--- src/rtl/aes_pkg.sv ---
`default_nettype none
// ============================================================================
// Module   : aes_pkg
// Purpose  : Shared types and constants for the AES-128 word loader.
//            FSM state encoding, block geometry, default core latency and a
//            helper that drops one 32-bit word into a 128-bit block.
// Ports    : none (package)
// Revision : 1.0 - initial release
// ============================================================================
package aes_pkg;

  localparam int WORDS_PER_BLK = 4;
  localparam int AES_LATENCY   = 20;
  localparam int BLK_W         = 128;

  typedef enum logic [1:0] {
    IDLE       = 2'd0,
    LOAD_KEY   = 2'd1,
    LOAD_STATE = 2'd2
  } fsm_t;

  // Word 0 is the most-significant word of the block.
  function automatic logic [BLK_W-1:0] put_word(input logic [BLK_W-1:0] blk,
                                                input logic [1:0]       idx,
                                                input logic [31:0]      w);
    logic [BLK_W-1:0] r;
    r = blk;
    case (idx)
      2'd0:    r[127:96] = w;
      2'd1:    r[95:64]  = w;
      2'd2:    r[63:32]  = w;
      default: r[31:0]   = w;
    endcase
    return r;
  endfunction

endpackage
`default_nettype wire

--- src/rtl/aes_valid_pipe.sv ---
`default_nettype none
// ============================================================================
// Module   : aes_valid_pipe
// Purpose  : LATENCY-deep shift register tracking which issued blocks are in
//            flight through the AES core. o_dout is the last stage.
// Ports    : clk    - system clock
//            rst    - synchronous active-low clear
//            i_din  - issue pulse entering the pipe
//            o_dout - issue pulse delayed by LATENCY cycles
//            o_any  - any stage of the pipe holds a pulse
// Revision : 1.0 - initial release
// ============================================================================
module aes_valid_pipe
  import aes_pkg::*;
#(
  parameter int LATENCY = AES_LATENCY
) (
  input  logic clk,
  input  logic rst,
  input  logic i_din,
  output logic o_dout,
  output logic o_any
);

  logic [LATENCY-1:0] r_pipe;

  generate
    if (LATENCY == 1) begin : g_single
      always_ff @(posedge clk) begin
        if (!rst) r_pipe <= '0;
        else      r_pipe <= i_din;
      end
    end else begin : g_shift
      always_ff @(posedge clk) begin
        if (!rst) r_pipe <= '0;
        else      r_pipe <= {r_pipe[LATENCY-2:0], i_din};
      end
    end
  endgenerate

  assign o_dout = r_pipe[LATENCY-1];
  assign o_any  = |r_pipe;

endmodule
`default_nettype wire

--- src/rtl/aes_word_loader.sv ---
`default_nettype none
// ============================================================================
// Module   : aes_word_loader
// Purpose  : Assembles 32-bit stream words into 128-bit key/plaintext blocks
//            for a fully pipelined AES-128 core and flags when the core
//            output carries each block's ciphertext.
// Ports    : clk       - system clock, rising edge
//            rst       - synchronous reset, active-low
//            in_valid  - in_data holds a word
//            in_ready  - word can be accepted (never stalls out of reset)
//            in_data   - payload word, most-significant word first
//            key_keep  - on a frame's first word: 4 state words, reuse key
//            state     - registered plaintext to core
//            key       - registered key to core
//            blk_valid - one-cycle pulse: state/key hold a new block
//            res_valid - core output holds ciphertext issued LATENCY ago
//            busy      - partial frame held or block in flight
// Revision : 1.0 - initial release
// ============================================================================
module aes_word_loader
  import aes_pkg::*;
#(
  parameter int LATENCY = AES_LATENCY,
  parameter int WORD_W  = 32
) (
  input  logic              clk,
  input  logic              rst,
  input  logic              in_valid,
  output logic              in_ready,
  input  logic [WORD_W-1:0] in_data,
  input  logic              key_keep,
  output logic [BLK_W-1:0]  state,
  output logic [BLK_W-1:0]  key,
  output logic              blk_valid,
  output logic              res_valid,
  output logic              busy
);

  localparam logic [1:0] C_LAST_WORD = 2'(WORDS_PER_BLK - 1);

  fsm_t             r_fsm, w_fsm_nxt;
  logic [1:0]       r_cnt, w_cnt_nxt;
  logic             w_xfer, w_key_we, w_st_we, w_issue;
  logic [BLK_W-1:0] r_key_sh, r_st_sh, r_state, r_key;
  logic             r_blk_valid;
  logic             w_pipe_any;

  assign in_ready = rst;
  assign w_xfer   = in_valid & in_ready;

  always_comb begin
    w_fsm_nxt = r_fsm;
    w_cnt_nxt = r_cnt;
    w_key_we  = 1'b0;
    w_st_we   = 1'b0;
    w_issue   = 1'b0;
    case (r_fsm)
      IDLE: begin
        if (w_xfer) begin
          w_cnt_nxt = 2'd1;
          if (key_keep) begin
            w_st_we   = 1'b1;
            w_fsm_nxt = LOAD_STATE;
          end else begin
            w_key_we  = 1'b1;
            w_fsm_nxt = LOAD_KEY;
          end
        end
      end
      LOAD_KEY: begin
        if (w_xfer) begin
          w_key_we = 1'b1;
          if (r_cnt == C_LAST_WORD) begin
            w_cnt_nxt = 2'd0;
            w_fsm_nxt = LOAD_STATE;
          end else begin
            w_cnt_nxt = r_cnt + 2'd1;
          end
        end
      end
      LOAD_STATE: begin
        if (w_xfer) begin
          w_st_we = 1'b1;
          if (r_cnt == C_LAST_WORD) begin
            w_issue   = 1'b1;
            w_cnt_nxt = 2'd0;
            w_fsm_nxt = IDLE;
          end else begin
            w_cnt_nxt = r_cnt + 2'd1;
          end
        end
      end
      default: begin
        w_fsm_nxt = IDLE;
        w_cnt_nxt = 2'd0;
      end
    endcase
  end

  always_ff @(posedge clk) begin
    if (!rst) begin
      r_fsm       <= IDLE;
      r_cnt       <= 2'd0;
      r_key_sh    <= '0;
      r_st_sh     <= '0;
      r_state     <= '0;
      r_key       <= '0;
      r_blk_valid <= 1'b0;
    end else begin
      r_fsm       <= w_fsm_nxt;
      r_cnt       <= w_cnt_nxt;
      r_blk_valid <= w_issue;
      if (w_key_we) r_key_sh <= put_word(r_key_sh, r_cnt, in_data);
      if (w_st_we)  r_st_sh  <= put_word(r_st_sh, r_cnt, in_data);
      // The last state word bypasses the shadow so the block issues on the
      // same edge that accepts it.
      if (w_issue) begin
        r_state <= {r_st_sh[BLK_W-1:32], in_data};
        r_key   <= r_key_sh;
      end
    end
  end

  aes_valid_pipe #(
    .LATENCY (LATENCY)
  ) u_valid_pipe (
    .clk    (clk),
    .rst    (rst),
    .i_din  (r_blk_valid),
    .o_dout (res_valid),
    .o_any  (w_pipe_any)
  );

  assign state     = r_state;
  assign key       = r_key;
  assign blk_valid = r_blk_valid;
  assign busy      = (r_fsm != IDLE) || w_pipe_any || r_blk_valid;

endmodule
`default_nettype wire

--- config.mk ---
export PLATFORM = sky130hd
export DESIGN_NAME = aes_word_loader
export DESIGN_NICKNAME = d
export VERILOG_FILES = /design/src/rtl/aes_pkg.sv /design/src/rtl/aes_valid_pipe.sv /design/src/rtl/aes_word_loader.sv
export SDC_FILE = /design/constraint.sdc
export NUM_CORES = 1
export LEC_CHECK = 0
export BUFFER_PORTS_ARGS = -buffer_cell sky130_fd_sc_hd__buf_2
export CORE_UTILIZATION = 51
export CTS_CLUSTER_SIZE = 10
export DETAILED_ROUTE_END_ITERATION = 16
export PLACE_DENSITY_LB_ADDON = 0.3
export SYNTH_ARGS = -nofsm -noshare
export SYNTH_HDL_FRONTEND = slang
export SYNTH_SLANG_ARGS = --single-unit
--- constraint.sdc ---
create_clock -name clk -period 4.65 [get_ports clk]
set_input_delay 0 -clock clk [delete_from_list [all_inputs] [get_ports clk]]
set_output_delay 0 -clock clk [all_outputs]
set_load 0.02 [all_outputs]
==> metrics.cfg <==
[outcome]
outcome = complete, no violations

[detailed_routing]
drc = 0
wire_per_inst_um = 18.7
dr.pass1.iters = 5
wirelength_um = 54200
detail_route.iter0.violations = 1210
dr_total_vias = 15300
vias_per_cell = 5.30
ant_nets = 0

[timing]
fin_crit_sh_pct = 57.1
period_minus_slack_ns = 2.66
rsz0062_at_grt = false
tightest_slew_ns = 1.43
finalSetupTns_ns = 0
setup_viol = 0
fin_worst_skew_ns = 0.0153
holdWs_ns = 0.370
drv_slew = 0
relSlewSlack_pct = 4.64
hold_viol_final = 0
fmax_mhz = 377

[yosys]
yosysSeqAreaShare_pct = 53.1
yosys.area.top_type_share_pct = 53.1
syn_area_um2 = 19000
syn_avg_cell_area_um2 = 8.58
synth.top_cells.by_area = dfxtp_1 (53%), nand2_1 (19%), a21boi_1 (13%), a21boi_0 (6.1%), buf_4 (2.6%)
synth_area_leader_cell = dfxtp_1
yosys_warnings = 0
yosysUniqueCellTypes = 38
ys_seq_elements = 505
syn_nets = 2263
synthCells = 2219
synth-edff-count = 0
ys_async_sr_fraction_pct = 0
synth_ff_type = dfxtp_1

[die]
core.rowCount = 70
core_area_um2 = 36700
die_x_um = 195
start_util_pct = 51.9
ioPinCount = 296
die_h_um = 195
design.die.area_um2 = 38100

[pwr]
vdd_ir_drop_max_uv = 250
power_density_nw_per_um2 = 408
leakage_nw = 8.34

[clock_tree]
hold_buffers = 36
cts.sinks = 505
cts-root-buf = clkbuf_16
cts_made_buffers = 56
clk_latency_ns = 0.59
cts_buffer_depth = 3
cts_tree = done
htreeDepth = 2
cts_resized = 0
clk_pin_slew_worst_paths_ns = 0.06
post_cts_buffers = 0

[worst_setup_path]
rr_endpoint = state[69]$_SDFFE_PN0P_
worst-path-buf-inv = 2
worstPathRequired_ns = 5.15
cp-end-kind = flop
cp.arrival_ns = 3.16
reg2reg_slack_ns = 1.99
crit_fanout = 198
critPathKind = flop to flop
crit_family = buffers and inverters
crit_path_max_incr_delay_ns = 0.76
r2r-start = r_cnt[0]$_SDFFE_PN0P_
crit_chain = ha_1, nand4_4, inv_8, buf_12, nand2_1, a21boi_1
setup.worst_path.start_class = flop
cp_slowest_cell = inv_8
reg2reg_depth = 6

[global_route]
grt.total_usage_pct = 28.0
grt_pass1_wl_um = 81500
grt-ovfl-total = 0
grt_max_degree = 260
antenna_found_initial = 0
grt_pass1_vias = 14300

[finish]
final_nets = 2469
fillCellCount = 3260
seqCellArea_um2 = 10100
area_growth_syn_to_layout_pct = 15.4
multiInputGateArea_um2 = 7830
final_util_pct = 59.9
antenna_cells = 0
fin_area_um2 = 22000
drive_gt1_share_pct = 15.6

[worst_hold_path]
min-delay-start = in_data[31]
holdPathStages = 4
min_to = state[31]$_SDFFE_PN0P_
hp-class = input pin to flop

[place]
dpl_cell_area_um2 = 20100
place.gp.congestion = 0.815
io_buffers = 295
dp_hpwl_um = 31500

[flow_run]
maxCapViolations = 0

-- layout by cell type, fill, tap and decap left out, types with 5 or more instances in the layout --
cell type and n:
a21boi_1 327, buf_2 294, dlygate4sd3_1 36, ha_1 8, clkbuf_16 57, nand2_1 963
a21oi_1 5, dfxtp_1 505, a21boi_0 154, and2_1 19
-- cell families (layout without fill, tap and decap cells) --
family                   count (synthesis)  after routing  synth area share, %
AND/OR/NAND/NOR                       1008           1008                 20.7
AO/OA/AOI/OAI                          500            500                 19.8
flip-flops                             505            505                 53.1
adder cells (fa/ha/maj)                  8              8                0.526
buffers and inverters                  197            406                 5.81
multiplexers                             1              1               0.0526
-- worst register-to-register path: cells and delay by family, from the launching register on --
kind | cells | cell delay [ns]
AND/OR/NAND/NOR | 2 | 0.29
buffers and inverters | 2 | 1.41
AO/OA/AOI/OAI | 1 | 0.15
flip-flops | 1 | 0.40
adder cells (fa/ha/maj) | 1 | 0.32
-- sequential cells by signal, indices dropped and copies added (netlist names) --
name / cells
key: 128
r_key_sh: 128
r_st_sh: 96
state: 128
blk_valid: 1
r_fsm: 2
u_valid_pipe.r_pipe: 20
r_cnt: 2
-- through the flow --
step | std cells | setup slack, ns | power, mW
after floorplan | 2219 | 3.10 | 5.09
after global placement | 2798 | 2.24 | 5.24
after detailed placement | 2798 | 2.14 | 5.26
after CTS | 2895 | 2.09 | 9.01
after global routing | 2896 | 1.88 | 9.26
final | 2896 | 1.99 | 8.95
-- worst max path at each step --
stage,start,to,slack [ns],cells past startpoint
after floorplan,r_fsm[0]$_SDFFE_PN0P_,r_key_sh[10]$_SDFFE_PN0P_,3.10,9
after global placement,r_fsm[0]$_SDFFE_PN0P_,state[19]$_SDFFE_PN0P_,2.24,7
after detailed placement,r_cnt[0]$_SDFFE_PN0P_,state[69]$_SDFFE_PN0P_,2.14,6
after CTS,r_fsm[0]$_SDFFE_PN0P_,busy,2.09,6
after global routing,r_cnt[0]$_SDFFE_PN0P_,state[50]$_SDFFE_PN0P_,1.88,6
final,r_cnt[0]$_SDFFE_PN0P_,state[69]$_SDFFE_PN0P_,1.99,6
-- cell type report --
cell class / instances / area share (%)
timing repair buffer: 339 / 8.94
tap: 468 / 2.67
clock buffer: 61 / 6.61
inverter: 6 / 0.137
sequential: 505 / 46.0
multi-input combinational: 1517 / 35.6
-- metal layers --
layer,global-route usage [%],vias to the layer above,share of wire (%)
met1,34.8,7236,42
met4,13.4,0,4.4
met5,0,-,0
met3,7.08,136,7.9
met2,45.4,519,46
li1,-,7448,-
-- cell usage after synthesis (2+ instances only) --
master / number
nand3_4: 3
inv_2: 2
or4_1: 2
a21boi_0: 154
nor2_2: 3
buf_4: 67
buf_2: 69
ha_1: 8
buf_6: 4
a21oi_4: 3
nor2_1: 2
o21ai_0: 2
clkbuf_1: 51
a21o_1: 2
dfxtp_1: 505
and2_1: 19
nand2b_1: 3
inv_1: 4
a21oi_1: 5
nor4_1: 3
nand2_1: 963
a21boi_1: 327
a21o_2: 3
-- power breakdown --
group / total (mW) / switching, mW / internal, mW
combinational: 0.720 / 0.471 / 0.250
clock: 3.75 / 1.59 / 2.16
sequential: 4.49 / 0.0567 / 4.43
total: 8.95 / 2.12 / 6.84
No activity file was read; power rests on OpenSTA's default activity.
